===== src/rtl/pong_game_ctrl_if.sv =====
// Signal bundle between the pong sync/renderer blocks and the game controller.
interface pong_game_ctrl_if;
  logic        frame_tick;
  logic [1:0]  btn;
  logic        hit;
  logic        miss;
  logic        video_on;
  logic [3:0]  text_on;
  logic [11:0] text_rgb;
  logic        graph_on;
  logic [11:0] graph_rgb;
  logic        gra_still;
  logic [1:0]  state;
  logic [1:0]  ball_cnt;
  logic [7:0]  score;
  logic [11:0] rgb;

  modport master (
    output frame_tick, btn, hit, miss, video_on, text_on, text_rgb, graph_on, graph_rgb,
    input  gra_still, state, ball_cnt, score, rgb
  );

  modport slave (
    input  frame_tick, btn, hit, miss, video_on, text_on, text_rgb, graph_on, graph_rgb,
    output gra_still, state, ball_cnt, score, rgb
  );
endinterface


===== src/rtl/pong_game_ctrl.sv =====
// Pong game-state sequencer: round/ball/score bookkeeping, inter-round timer
// and the registered final pixel mux between text, graphics and background.
module pong_game_ctrl #(
  parameter int unsigned BALLS        = 3,
  parameter int unsigned TIMER_FRAMES = 120,
  parameter logic [11:0] BG_RGB       = 12'h0AF
) (
  input logic              clk,
  input logic              reset_n,
  pong_game_ctrl_if.slave  bus
);

  localparam int unsigned TIMER_NEED = $clog2(TIMER_FRAMES + 1);
  localparam int unsigned TIMER_W    = (TIMER_NEED < 7) ? 7 : TIMER_NEED;

  typedef enum logic [1:0] {
    NEWGAME = 2'b00,
    PLAY    = 2'b01,
    NEWBALL = 2'b10,
    OVER    = 2'b11
  } state_t;

  state_t               st;
  logic [1:0]           ball_cnt;
  logic [7:0]           score;
  logic [TIMER_W-1:0]   timer;
  logic                 gra_still;
  logic [11:0]          rgb;
  logic [11:0]          pix_c;
  logic                 btn_any_c;

  assign btn_any_c = |bus.btn;

  // Two-digit BCD increment, 99 wraps to 00.
  function automatic logic [7:0] bcd_inc(input logic [7:0] v);
    logic [3:0] tens;
    logic [3:0] ones;
    tens = v[7:4];
    ones = v[3:0];
    if (ones == 4'd9) begin
      ones = 4'd0;
      tens = (tens == 4'd9) ? 4'd0 : tens + 4'd1;
    end else begin
      ones = ones + 4'd1;
    end
    return {tens, ones};
  endfunction

  // Pixel priority; the logo region sits behind the graphics layer.
  always_comb begin
    pix_c = BG_RGB;
    if (!bus.video_on) begin
      pix_c = 12'h000;
    end else if (bus.text_on[0] ||
                 (bus.text_on[2] && st == NEWGAME) ||
                 (bus.text_on[3] && st == OVER)) begin
      pix_c = bus.text_rgb;
    end else if (bus.graph_on) begin
      pix_c = bus.graph_rgb;
    end else if (bus.text_on[1]) begin
      pix_c = bus.text_rgb;
    end
  end

  always_ff @(posedge clk or negedge reset_n) begin
    if (!reset_n) begin
      st        <= NEWGAME;
      ball_cnt  <= 2'(BALLS);
      score     <= 8'h00;
      timer     <= '0;
      gra_still <= 1'b1;
      rgb       <= 12'h000;
    end else begin
      rgb <= pix_c;
      case (st)
        NEWGAME: begin
          if (btn_any_c) begin
            st        <= PLAY;
            gra_still <= 1'b0;
          end
        end
        PLAY: begin
          // A miss outranks a simultaneous hit.
          if (bus.miss) begin
            timer     <= TIMER_W'(TIMER_FRAMES);
            gra_still <= 1'b1;
            if (ball_cnt <= 2'd1) begin
              ball_cnt <= 2'd0;
              st       <= OVER;
            end else begin
              ball_cnt <= ball_cnt - 2'd1;
              st       <= NEWBALL;
            end
          end else if (bus.hit) begin
            score <= bcd_inc(score);
          end
        end
        NEWBALL: begin
          if (timer != '0) begin
            if (bus.frame_tick) timer <= timer - TIMER_W'(1);
          end else if (btn_any_c) begin
            st        <= PLAY;
            gra_still <= 1'b0;
          end
        end
        OVER: begin
          if (timer != '0) begin
            if (bus.frame_tick) timer <= timer - TIMER_W'(1);
          end else begin
            st       <= NEWGAME;
            ball_cnt <= 2'(BALLS);
            score    <= 8'h00;
          end
        end
        default: st <= NEWGAME;
      endcase
    end
  end

  assign bus.state     = st;
  assign bus.ball_cnt  = ball_cnt;
  assign bus.score     = score;
  assign bus.gra_still = gra_still;
  assign bus.rgb       = rgb;

endmodule


===== src/flat_wrapper.sv =====
// flat-port wrapper written by rule: the top's interface ports become plain ports
module pong_game_ctrl_flat 
#(
  parameter int unsigned BALLS        = 3,
  parameter int unsigned TIMER_FRAMES = 120,
  parameter logic [11:0] BG_RGB       = 12'h0AF
)
  (clk, reset_n, bus_frame_tick, bus_btn, bus_hit, bus_miss, bus_video_on, bus_text_on, bus_text_rgb, bus_graph_on, bus_graph_rgb, bus_gra_still, bus_state, bus_ball_cnt, bus_score, bus_rgb);
  pong_game_ctrl_if bus_i ();
  input logic clk;
  input logic reset_n;
  input wire logic [$bits(bus_i.frame_tick)-1:0] bus_frame_tick;
  input wire logic [$bits(bus_i.btn)-1:0] bus_btn;
  input wire logic [$bits(bus_i.hit)-1:0] bus_hit;
  input wire logic [$bits(bus_i.miss)-1:0] bus_miss;
  input wire logic [$bits(bus_i.video_on)-1:0] bus_video_on;
  input wire logic [$bits(bus_i.text_on)-1:0] bus_text_on;
  input wire logic [$bits(bus_i.text_rgb)-1:0] bus_text_rgb;
  input wire logic [$bits(bus_i.graph_on)-1:0] bus_graph_on;
  input wire logic [$bits(bus_i.graph_rgb)-1:0] bus_graph_rgb;
  output wire logic [$bits(bus_i.gra_still)-1:0] bus_gra_still;
  output wire logic [$bits(bus_i.state)-1:0] bus_state;
  output wire logic [$bits(bus_i.ball_cnt)-1:0] bus_ball_cnt;
  output wire logic [$bits(bus_i.score)-1:0] bus_score;
  output wire logic [$bits(bus_i.rgb)-1:0] bus_rgb;
  assign bus_i.frame_tick = bus_frame_tick;
  assign bus_i.btn = bus_btn;
  assign bus_i.hit = bus_hit;
  assign bus_i.miss = bus_miss;
  assign bus_i.video_on = bus_video_on;
  assign bus_i.text_on = bus_text_on;
  assign bus_i.text_rgb = bus_text_rgb;
  assign bus_i.graph_on = bus_graph_on;
  assign bus_i.graph_rgb = bus_graph_rgb;
  assign bus_gra_still = bus_i.gra_still;
  assign bus_state = bus_i.state;
  assign bus_ball_cnt = bus_i.ball_cnt;
  assign bus_score = bus_i.score;
  assign bus_rgb = bus_i.rgb;
  pong_game_ctrl #(.BALLS(BALLS), .TIMER_FRAMES(TIMER_FRAMES), .BG_RGB(BG_RGB)) u_core (.clk(clk), .reset_n(reset_n), .bus(bus_i));
endmodule

===== config.mk =====
export PLATFORM = sky130hd
export DESIGN_NAME = pong_game_ctrl_flat
export DESIGN_NICKNAME = d
export VERILOG_FILES = /design/src/rtl/pong_game_ctrl_if.sv /design/src/rtl/pong_game_ctrl.sv /design/src/flat_wrapper.sv
export SDC_FILE = /design/constraint.sdc
export NUM_CORES = 1
export LEC_CHECK = 0
export ABC_AREA = 1
export ABC_CLOCK_PERIOD_IN_PS = 4140
export BUFFER_PORTS_ARGS = -buffer_cell sky130_fd_sc_hd__buf_4
export CORE_UTILIZATION = 55
export DETAILED_ROUTE_END_ITERATION = 10
export GPL_ROUTABILITY_DRIVEN = 1
export HOLD_SLACK_MARGIN = 0.1
export PLACE_DENSITY = 0.94
export SLEW_MARGIN = 25
export SYNTH_ARGS = -nofsm -noshare
export SYNTH_HDL_FRONTEND = slang
export SYNTH_SLANG_ARGS = --single-unit
export TNS_END_PERCENT = 30

===== constraint.sdc =====
create_clock -name clk -period 4.14 [get_ports clk]
set_input_delay 0.207 -clock clk [delete_from_list [all_inputs] [get_ports clk]]
set_output_delay 0.207 -clock clk [all_outputs]
set_load 0.01 [all_outputs]

==> results.py, run 1 <==
metrics = {
    "outcome": {
        "run_status": "completed",
    },
    "timing": {
        "slew_viol_final": 0,
        "finalHoldViolations": 0,
        "setup_violations": 0,
        "worst_slack_ns": 2.434,
        "skew_ns": 0.01150,
        "post-route-min-period_ns": 1.706,
        "max_freq_ghz": 0.5861,
        "rsz0062_at_grt": "no",
        "tightestPinTransition_ns": 0.5361,
        "maxSlewHeadroom_pct": 64.22,
        "timing.final.crit_share_pct": 41.21,
        "finalSetupTns_ns": 0,
    },
    "pwr": {
        "peakVddDrop_uv": 203.9,
        "pwr_density_cell_nw_per_um2": 517.4,
        "leakagePower_uw": 0.001270,
    },
    "route": {
        "dr.first_iter.drc_count": 77,
        "ant_nets": 0,
        "drcViolationCount": 0,
        "vias_per_cell": 5.017,
        "route.detailed.wl_per_inst_um": 11.28,
        "firstDrtPassIters": 4,
        "wirelength_um": 4017,
        "vias": 1786,
    },
    "global_routing": {
        "grt_pass1_wl_um": 6499,
        "grtUsageTotal_pct": 23.46,
        "antenna_found_initial": 0,
        "grt_pass1_vias": 1581,
        "grt_max_degree": 33,
        "grt_overflow": 0,
    },
    "layout": {
        "antenna_cells": 0,
        "layout.nets": 353,
        "final_layout_size_suffix_gt1_share_pct": 35.48,
        "syn2layout_area_growth_pct": 25.75,
    },
    "placed_design": {
        "routabilityCongestion": 0.8048,
        "place_ws_ns": 2.447,
        "place_hpwl_um": 3216,
        "port_buffers": 61,
    },
    "yosys": {
        "ys_ff_latch": 32,
        "synth_area_um2": 1968,
        "synthTopCellsByArea": "dfrtp_1, nand2_1, nand3_1",
        "synth_area_per_cell_um2": 7.904,
        "post_synth_num_cell_types": 31,
        "seq_area_frac_synth_pct": 40.88,
        "synthCells": 249,
        "syn-num-nets": 291,
        "yosys_warnings": 0,
        "yosys.area.top_type_share_pct": 36.87,
        "yosysTopAreaCell": "dfrtp_1",
    },
    "critical_path": {
        "worst-path-max-fanout": 8,
        "worstPathArrival_ns": 1.93,
        "startpoint": "u_core.timer[0]",
        "cp_cell_sequence": "inv_1 -> ha_1 -> inv_1 -> nor2_2 -> nand3_2 -> nand3_2 -> nand2_2 -> nand3_1 -> nand2_1",
        "slowest_stage": "dfrtp_1",
        "rr_endpoint": "u_core.timer[0]",
        "startpoint_type": "flip-flop",
        "worst-path-stages": 9,
        "cp-endpoint": "u_core.timer[0]",
        "crit-reg2reg-launch": "u_core.timer[0]",
        "crit_family": "simple AND/OR/NAND/NOR gates",
        "max_stage_delay_ns": 0.39,
        "crit_buf_inv": 2,
        "worstSetupEndpointType": "flip-flop",
        "path_class": "flip-flop to flip-flop",
        "reg2reg_slack_ns": 2.43,
        "cp.required_ns": 4.36,
        "r2r_cells": 9,
    },
    "die": {
        "start_util_pct": 58.07,
        "coreArea_um2": 3390,
        "die_height_um": 61.82,
        "rows": 21,
        "die_area_um2": 3822,
        "io_pins": 62,
        "die_w_um": 61.82,
    },
    "clock_network": {
        "postCtsHoldBufs": 1,
        "clock-sinks": 32,
        "cts_buffers": 5,
        "cts.root.buffer_cell": "clkbuf_4",
        "htree_levels": 2,
        "cts_buffer_depth": 2,
        "clock_latency_ns": 0.32,
        "cts_tree": "built",
        "cts_resized": 0,
        "clkTransAtPathRegs_ns": 0.09,
        "post_cts_buffers": 0,
    },
    "worst_hold_path": {
        "hold_path.class": "primary input to flip-flop",
    },
    "flow_run": {
        "drv_cap": 0,
    },
}
-- flip-flops by register name, indices dropped and copies added, names as in the netlist --
register and cells:
u_core.bus.gra_still 1, u_core.bus.score 8, u_core.bus.state 2, u_core.bus.rgb 12, u_core.bus.ball_cnt 2, u_core.timer 7
-- kinds of logic (layout without fill, tap and decap cells) --
logic type,after synthesis,after routing,synth area share (%)
adder cells (fa/ha/maj),5,5,3.179
flip-flops,32,32,40.88
buffers and inverters,30,91,7.692
XOR/XNOR,3,3,1.335
AO/OA/AOI/OAI,40,40,12.91
AND/OR/NAND/NOR,139,139,34.01
-- worst min path at each step --
stage,startpoint,endpoint,slack (ns),cells past startpoint
floorplan,reset_n,u_core.bus.rgb[0],-0.09,0
global placement,reset_n,u_core.timer[3],0.16,1
detailed placement,reset_n,u_core.timer[5],0.16,1
CTS,bus_text_rgb[8],u_core.bus.rgb[8],0.13,3
global route,bus_text_rgb[4],u_core.bus.rgb[4],0.12,3
finish,bus_text_rgb[6],u_core.bus.rgb[6],0.14,3
-- synth_stat cells --
cell / instances
a21oi_1: 6
a21oi_2: 11
and2_1: 1
buf_6: 3
buf_8: 1
clkbuf_1: 3
dfrtp_1: 29
dfstp_2: 3
ha_1: 5
inv_1: 20
inv_2: 1
inv_4: 2
nand2_1: 75
nand2_2: 15
nand2_4: 1
nand3_1: 24
nand3_2: 3
nand4_1: 1
nand4_2: 1
nor2_1: 10
nor2_2: 2
nor2_4: 2
nor3_1: 2
nor3b_4: 1
o21ai_0: 18
o21ai_1: 3
o21ai_4: 1
o22ai_1: 1
or2_2: 1
xnor2_1: 2
xor2_1: 1
-- worst min-delay path: stages --
cell and delay (ns):
buf_4 0.12, nand2_2 0.06, a21oi_2 0.04
-- metal layers --
metal | up-vias | routed length [um] | GRT usage [%]
met5 | - | 0 | 0
met4 | 0 | 55 | 8.254
met3 | 4 | 264 | 8.903
met2 | 60 | 2066 | 41.63
met1 | 800 | 1632 | 25.62
li1 | 922 | - | -
-- cell type report --
class	instances	area, um^2
fill	274	914.6
inverter	23	91.34
sequential	32	804.5
clock buffer	6	41.29
timing repair buffer	62	467.9
tap	46	57.56
multi-input combinational	187	1012
-- stage by stage --
stage                     area (um^2)  std cells  power (uW)  util, %  hold slack, ns
after floorplan                  1968        249       954.1        -        -0.08859
after global placement           2424        349        1107    71.50          0.1615
after detailed placement         2424        349        1135    71.50          0.1597
after CTS                        2475        356        1288    73.02          0.1262
after global routing             2475        356        1401    73.02          0.1154
final                            2475        356        1280    73.02          0.1381
-- placed cells by master, fill, tap and decap left out --
master and instances:
nand4_2 1, xor2_1 1, o21ai_4 1, inv_2 1, o21ai_0 18, nand3_1 24
nand3_2 3, clkbuf_4 5, clkbuf_1 1, dlygate4sd3_1 1, dfrtp_1 29, nor2_4 2
and2_1 1, a21oi_2 11, ha_1 5, nand4_1 1, o22ai_1 1, buf_4 61
nand2_1 75, nor3_1 2, o21ai_1 3, nand2_4 1, nor2_2 2, a21oi_1 6
nor2_1 10, inv_1 20, nand2_2 15, nor3b_4 1, inv_4 2, xnor2_1 2
or2_2 1, dfstp_2 3
-- where the power goes --
part	total, uW	internal, uW	switching (uW)
Clock	153	60.3	92.3
Sequential	528	412	116
Combinational	600	259	340
Note: power is estimated with default switching activity, not from simulation.
==> run 2: changes to the inputs <==
--- a/config.mk
+++ b/config.mk
@@ -6,13 +6,13 @@
 export NUM_CORES = 1
 export LEC_CHECK = 0
 export ABC_AREA = 1
-export ABC_CLOCK_PERIOD_IN_PS = 4140
+export ABC_CLOCK_PERIOD_IN_PS = 1800
 export BUFFER_PORTS_ARGS = -buffer_cell sky130_fd_sc_hd__buf_4
-export CORE_UTILIZATION = 55
+export CORE_UTILIZATION = 51
 export DETAILED_ROUTE_END_ITERATION = 10
 export GPL_ROUTABILITY_DRIVEN = 1
 export HOLD_SLACK_MARGIN = 0.1
-export PLACE_DENSITY = 0.94
+export PLACE_DENSITY = 0.89
 export SLEW_MARGIN = 25
 export SYNTH_ARGS = -nofsm -noshare
 export SYNTH_HDL_FRONTEND = slang
==> constraint.sdc (replaced) <==
create_clock -name clk -period 1.8 [get_ports clk]
set_input_delay 0.09 -clock clk [delete_from_list [all_inputs] [get_ports clk]]
set_output_delay 0.09 -clock clk [all_outputs]
set_load 0.01 [all_outputs]
==> results.py, run 2 (synthesis results as in run 1) <==
metrics = {
    "outcome": {
        "run_status": "completed",
    },
    "placed_design": {
        "port_buffers": 61,
        "dp.cells": 354,
        "routabilityCongestion": 0.8439,
        "place_hpwl_um": 3116,
    },
    "critical_path": {
        "slowest_stage": "dfrtp_1",
        "path_class": "flip-flop to flip-flop",
        "cp-endpoint": "u_core.timer[5]",
        "cp.required_ns": 1.98,
        "startpoint_type": "flip-flop",
        "worst-path-max-fanout": 8,
        "rr_endpoint": "u_core.timer[5]",
        "reg2reg_slack_ns": 0.19,
        "worstSetupEndpointType": "flip-flop",
        "crit-reg2reg-launch": "u_core.timer[0]",
        "startpoint": "u_core.timer[0]",
        "max_stage_delay_ns": 0.38,
        "worstPathArrival_ns": 1.79,
        "r2r_cells": 9,
        "cp_cell_sequence": "inv_1 -> ha_1 -> inv_1 -> nor2_2 -> nand3_2 -> nand3_2 -> nand2_2 -> nand2_1 -> o21ai_1",
    },
    "layout": {
        "final_cell_mix": "nand2_1, buf_4, dfrtp_1",
        "ff_latch_area_um2": 804.5,
        "layout_commonest_cell": "nand2_1",
        "largest-register": "u_core.bus.rgb",
        "final_cells": 375,
        "final_layout_size_suffix_gt1_share_pct": 35.17,
        "syn2layout_area_growth_pct": 35.35,
        "largest_reg_flops": 12,
        "multi_input_area_um2": 1012,
        "largestRegisters": "u_core.bus.rgb (12), u_core.bus.score (8), u_core.timer (7)",
        "n_fill_cell": 290,
        "layout.nets": 368,
        "antenna_cells": 0,
    },
    "timing": {
        "tightestPinTransition_ns": 0.5438,
        "finalSetupTns_ns": 0,
        "skew_ns": 0.004553,
        "slew_viol_final": 0,
        "timing.final.crit_share_pct": 89.61,
        "maxSlewHeadroom_pct": 63.71,
        "rsz0062_at_grt": "no",
        "finalHoldViolations": 0,
        "setup_violations": 0,
        "post-route-min-period_ns": 1.613,
        "max_freq_ghz": 0.6200,
    },
    "clock_network": {
        "htree_levels": 2,
        "clock-sinks": 32,
        "cts_buffer_depth": 2,
        "cts_tree": "built",
        "clock_latency_ns": 0.29,
        "post_cts_buffers": 0,
        "postCtsHoldBufs": 13,
        "cts_buffers": 5,
        "cts_resized": 0,
        "clkTransAtPathRegs_ns": 0.07,
        "cts.root.buffer_cell": "clkbuf_8",
    },
    "global_routing": {
        "antenna_found_initial": 0,
        "grt_overflow": 0,
        "grt_max_degree": 33,
        "grtUsageTotal_pct": 23.82,
        "grt_pass1_vias": 1864,
        "grt_pass1_wl_um": 7431,
    },
    "die": {
        "start_util_pct": 53.36,
        "coreArea_um2": 3689,
        "die_area_um2": 4111,
        "die_height_um": 64.12,
        "rows": 22,
        "die_w_um": 64.12,
        "io_pins": 62,
    },
    "route": {
        "dr.first_iter.drc_count": 61,
        "route.detailed.wl_per_inst_um": 11.53,
        "wirelength_um": 4322,
        "ant_nets": 0,
        "vias_per_cell": 5.112,
        "vias": 1917,
        "drcViolationCount": 0,
        "firstDrtPassIters": 5,
    },
    "flow_run": {
        "drv_cap": 0,
    },
    "pwr": {
        "swShare_pct": 41.44,
        "internal-power_uw": 1874,
        "clkPwrFrac_pct": 16.6,
        "leakagePower_uw": 0.001352,
        "peakVddDrop_uv": 619.2,
        "pwr_density_cell_nw_per_um2": 1201,
        "combPwrFrac_pct": 47.7,
        "seqPwrFrac_pct": 35.7,
        "p_sw_uw": 1326,
    },
    "worst_hold_path": {
        "hold_path.class": "primary input to flip-flop",
    },
}
==> run 2: changes by cell type in the layout (fill, tap and decap cells not counted) <==
cell           previous run  this run
clkinv_2                  0         1
clkbuf_4                  5         0
clkinvlp_4                0         1
dlygate4sd3_1             1        13
buf_4                    61        64
clkbuf_8                  0         5
==> run 2: cell type report <==
class                      instances  share of cell area (%)
multi-input combinational        187                   38.00
sequential                        32                   30.20
clock inverter                     2                  0.4697
timing repair buffer              77                   22.92
clock buffer                       6                   2.724
inverter                          23                   3.429
tap                               48                   2.255
==> run 2: worst max-delay path: cells and delay by family (launching register included) <==
kind                     cells  cell delay, ns
AO/OA/AOI/OAI                1            0.06
adder cells (fa/ha/maj)      1            0.20
AND/OR/NAND/NOR              5            0.65
flip-flops                   1            0.38
buffers and inverters        2            0.20
==> run 2: through the flow <==
step                cell area, um^2  utilization, %  hold WS, ns  setup WS, ns  total power [uW]
global placement               2449           66.38      0.04508        0.3086              2607
finish                         2664           72.22       0.1588        0.1870              3200
detailed placement             2449           66.38      0.04426        0.2280              2661
global route                   2664           72.22       0.1688       0.03821              3473
CTS                            2664           72.22       0.1495        0.2078              3219
floorplan                      1968               -      -0.2056        0.3135              2194
==> run 2: worst min path at each step <==
stage | to | startpoint | slack, ns | depth (start not counted)
final | u_core.bus.rgb[7] | bus_graph_rgb[7] | 0.16 | 5
after global routing | u_core.bus.gra_still | bus_miss | 0.17 | 3
after CTS | u_core.bus.rgb[2] | bus_graph_rgb[2] | 0.15 | 5
after detailed placement | u_core.bus.state[1] | reset_n | 0.04 | 1
after global placement | u_core.bus.state[0] | reset_n | 0.05 | 1
after floorplan | u_core.bus.rgb[0] | reset_n | -0.21 | 0
==> run 2: layer usage <==
layer  share of wire, %  vias up  GRT usage [%]
li1                   -      954              -
met4                2.5        0          13.33
met3                6.1       12          6.071
met5                  0        -              0
met1                 39      887          22.96
met2                 52       64          45.35
==> run 2: power by group through the flow <==
stage	Sequential (uW)	Combinational, uW	Clock, uW
2_1_floorplan	1190	1000	0
3_3_place_gp	1150	1460	0
3_5_place_dp	1150	1510	0
4_1_cts	1140	1530	546
5_1_grt	1180	1710	584
6_report	1140	1530	532
==> run 3: changes to the inputs <==
--- a/config.mk
+++ b/config.mk
@@ -8,6 +8,7 @@
 export ABC_AREA = 1
 export ABC_CLOCK_PERIOD_IN_PS = 1800
 export BUFFER_PORTS_ARGS = -buffer_cell sky130_fd_sc_hd__buf_4
+export CORE_ASPECT_RATIO = 1.1
 export CORE_UTILIZATION = 51
 export DETAILED_ROUTE_END_ITERATION = 10
 export GPL_ROUTABILITY_DRIVEN = 1
==> results.py, run 3 (synthesis results as in run 1) <==
metrics = {
    "outcome": {
        "run_status": "completed",
    },
    "placed_design": {
        "place_hpwl_um": 3255,
        "place_area_um2": 2444,
        "port_buffers": 61,
        "dp.cells": 355,
        "routabilityCongestion": 0.8470,
    },
    "pwr": {
        "seqPwrFrac_pct": 35.8,
        "leakagePower_uw": 0.001356,
        "internal-power_uw": 1944,
        "pwr_density_cell_nw_per_um2": 1221,
        "swShare_pct": 40.50,
        "combPwrFrac_pct": 45.8,
        "p_sw_uw": 1323,
        "clkPwrFrac_pct": 18.4,
        "peakVddDrop_uv": 599.4,
    },
    "die": {
        "rows": 23,
        "io_pins": 62,
        "die_area_um2": 4112,
        "die_w_um": 61.23,
        "coreArea_um2": 3655,
        "die_height_um": 67.16,
        "start_util_pct": 53.85,
    },
    "clock_network": {
        "htree_levels": 2,
        "cts.root.buffer_cell": "clkbuf_8",
        "clock_latency_ns": 0.28,
        "cts_buffers": 5,
        "clock-sinks": 32,
        "clkTransAtPathRegs_ns": 0.06,
        "cts_buffer_depth": 2,
        "cts_tree": "built",
    },
    "timing": {
        "rsz0062_at_grt": "no",
        "finalSetupTns_ns": 0,
        "skew_ns": 0.004798,
        "finalHoldViolations": 0,
        "maxSlewHeadroom_pct": 63.84,
        "timing.final.crit_share_pct": 88.01,
        "post-route-min-period_ns": 1.584,
        "slew_viol_final": 0,
        "setup_violations": 0,
        "tightestPinTransition_ns": 0.5418,
        "max_freq_ghz": 0.6313,
    },
    "layout": {
        "antenna_cells": 0,
        "layout_commonest_cell": "nand2_1",
        "syn2layout_area_growth_pct": 35.98,
        "final_cell_mix": "nand2_1, buf_4, dfrtp_1",
        "final_cell_area_um2": 2676,
        "n_fill_cell": 270,
        "largestRegisters": "u_core.bus.rgb (12), u_core.bus.score (8), u_core.timer (7)",
        "ff_latch_area_um2": 804.5,
        "final_layout_size_suffix_gt1_share_pct": 35.58,
        "largest-register": "u_core.bus.rgb",
        "largest_reg_flops": 12,
        "final_cells": 376,
        "multi_input_area_um2": 1015,
        "layout.nets": 367,
    },
    "global_routing": {
        "grt_max_degree": 33,
        "grt_pass1_wl_um": 7645,
        "grt_pass1_vias": 1839,
        "grtUsageTotal_pct": 25.60,
        "grt_overflow": 0,
        "antenna_found_initial": 0,
    },
    "route": {
        "vias": 1906,
        "drcViolationCount": 0,
        "ant_nets": 0,
        "dr.first_iter.drc_count": 43,
        "route.detailed.wl_per_inst_um": 12.01,
        "vias_per_cell": 5.069,
        "wirelength_um": 4516,
        "firstDrtPassIters": 4,
    },
    "critical_path": {
        "startpoint_type": "flip-flop",
        "cp.required_ns": 1.98,
        "worst-path-max-fanout": 8,
        "worstSetupEndpointType": "flip-flop",
        "worstPathArrival_ns": 1.76,
        "path_class": "flip-flop to flip-flop",
    },
    "worst_hold_path": {
        "hold_path.class": "primary input to flip-flop",
    },
    "flow_run": {
        "drv_cap": 0,
    },
}
## run 3: cell count changes in the layout (fill, tap and decap cells not counted)
| cell | change |
|---|---|
| ha_2 | +1 |
| clkinv_2 | -1 |
| buf_4 | -1 |
| ha_1 | -1 |
| inv_1 | -1 |
| clkinvlp_4 | -1 |
| clkbuf_8 | +2 |
| inv_2 | +1 |
## run 3: power groups by stage
stage	clock network (uW)	registers, uW	logic, uW
3_3_place_gp	0	1160	1420
5_1_grt	646	1200	1710
4_1_cts	610	1170	1500
3_5_place_dp	0	1180	1480
6_report	600	1170	1500
2_1_floorplan	0	1190	1000
## run 3: path summary, 6_finish.rpt
kind                                       from                   end  slack (ns)  depth (start not counted)
min                            bus_graph_rgb[0]     u_core.bus.rgb[0]        0.16                          5
min reg2reg                u_core.bus.gra_still  u_core.bus.gra_still        0.47                          2
max reg2reg                     u_core.timer[0]       u_core.timer[0]        0.22                          9
max in group asynchronous               reset_n  u_core.bus.gra_still        1.21                          2
max                             u_core.timer[0]       u_core.timer[0]        0.22                          9
min in group asynchronous               reset_n   u_core.bus.score[7]        0.27                          2
## run 3: worst max-delay path, cell delays in order, from the launching register on
cell and delay (ns):
dfrtp_1 0.39, inv_2 0.11, ha_2 0.23, inv_1 0.06, nor2_2 0.12, nand3_2 0.13
nand3_2 0.15, nand2_2 0.13, nand3_1 0.10, nand2_1 0.05
## run 3: final cells by class
type | count | share of cell area [%]
sequential | 32 | 30.06
tap | 50 | 2.338
timing repair buffer | 76 | 22.53
clock buffer | 8 | 3.740
inverter | 23 | 3.413
multi-input combinational | 187 | 37.91
## run 3: what timing repair did
item | CTS | global route
setup buffers | 0 | 0
gates resized for setup | 0 | 2
endpoints found under the setup margin | 0 | 3
hold buffers | 13 | 0
endpoints found under the hold margin | 44 | 0
## run 3: layer usage
layer / global-route usage (%) / vias up / share of wire [%]
met1: 26.35 / 881 / 39
met3: 9.195 / 7 / 7.3
met5: 0 / - / 0
met4: 8.807 / 0 / 1.8
met2: 46.88 / 68 / 52
li1: - / 950 / -
## run 3: through the flow
step	total power, uW	hold WS, ns	utilization, %	worst slack [ns]
6_report	3267	0.1624	73.23	0.2158
5_1_grt	3554	0.1838	73.23	0.07744
4_1_cts	3280	0.1564	73.16	0.1345
3_5_place_dp	2656	0.04991	66.86	0.1480
3_3_place_gp	2587	0.04862	66.86	0.2021
2_1_floorplan	2194	-0.2056	-	0.3135
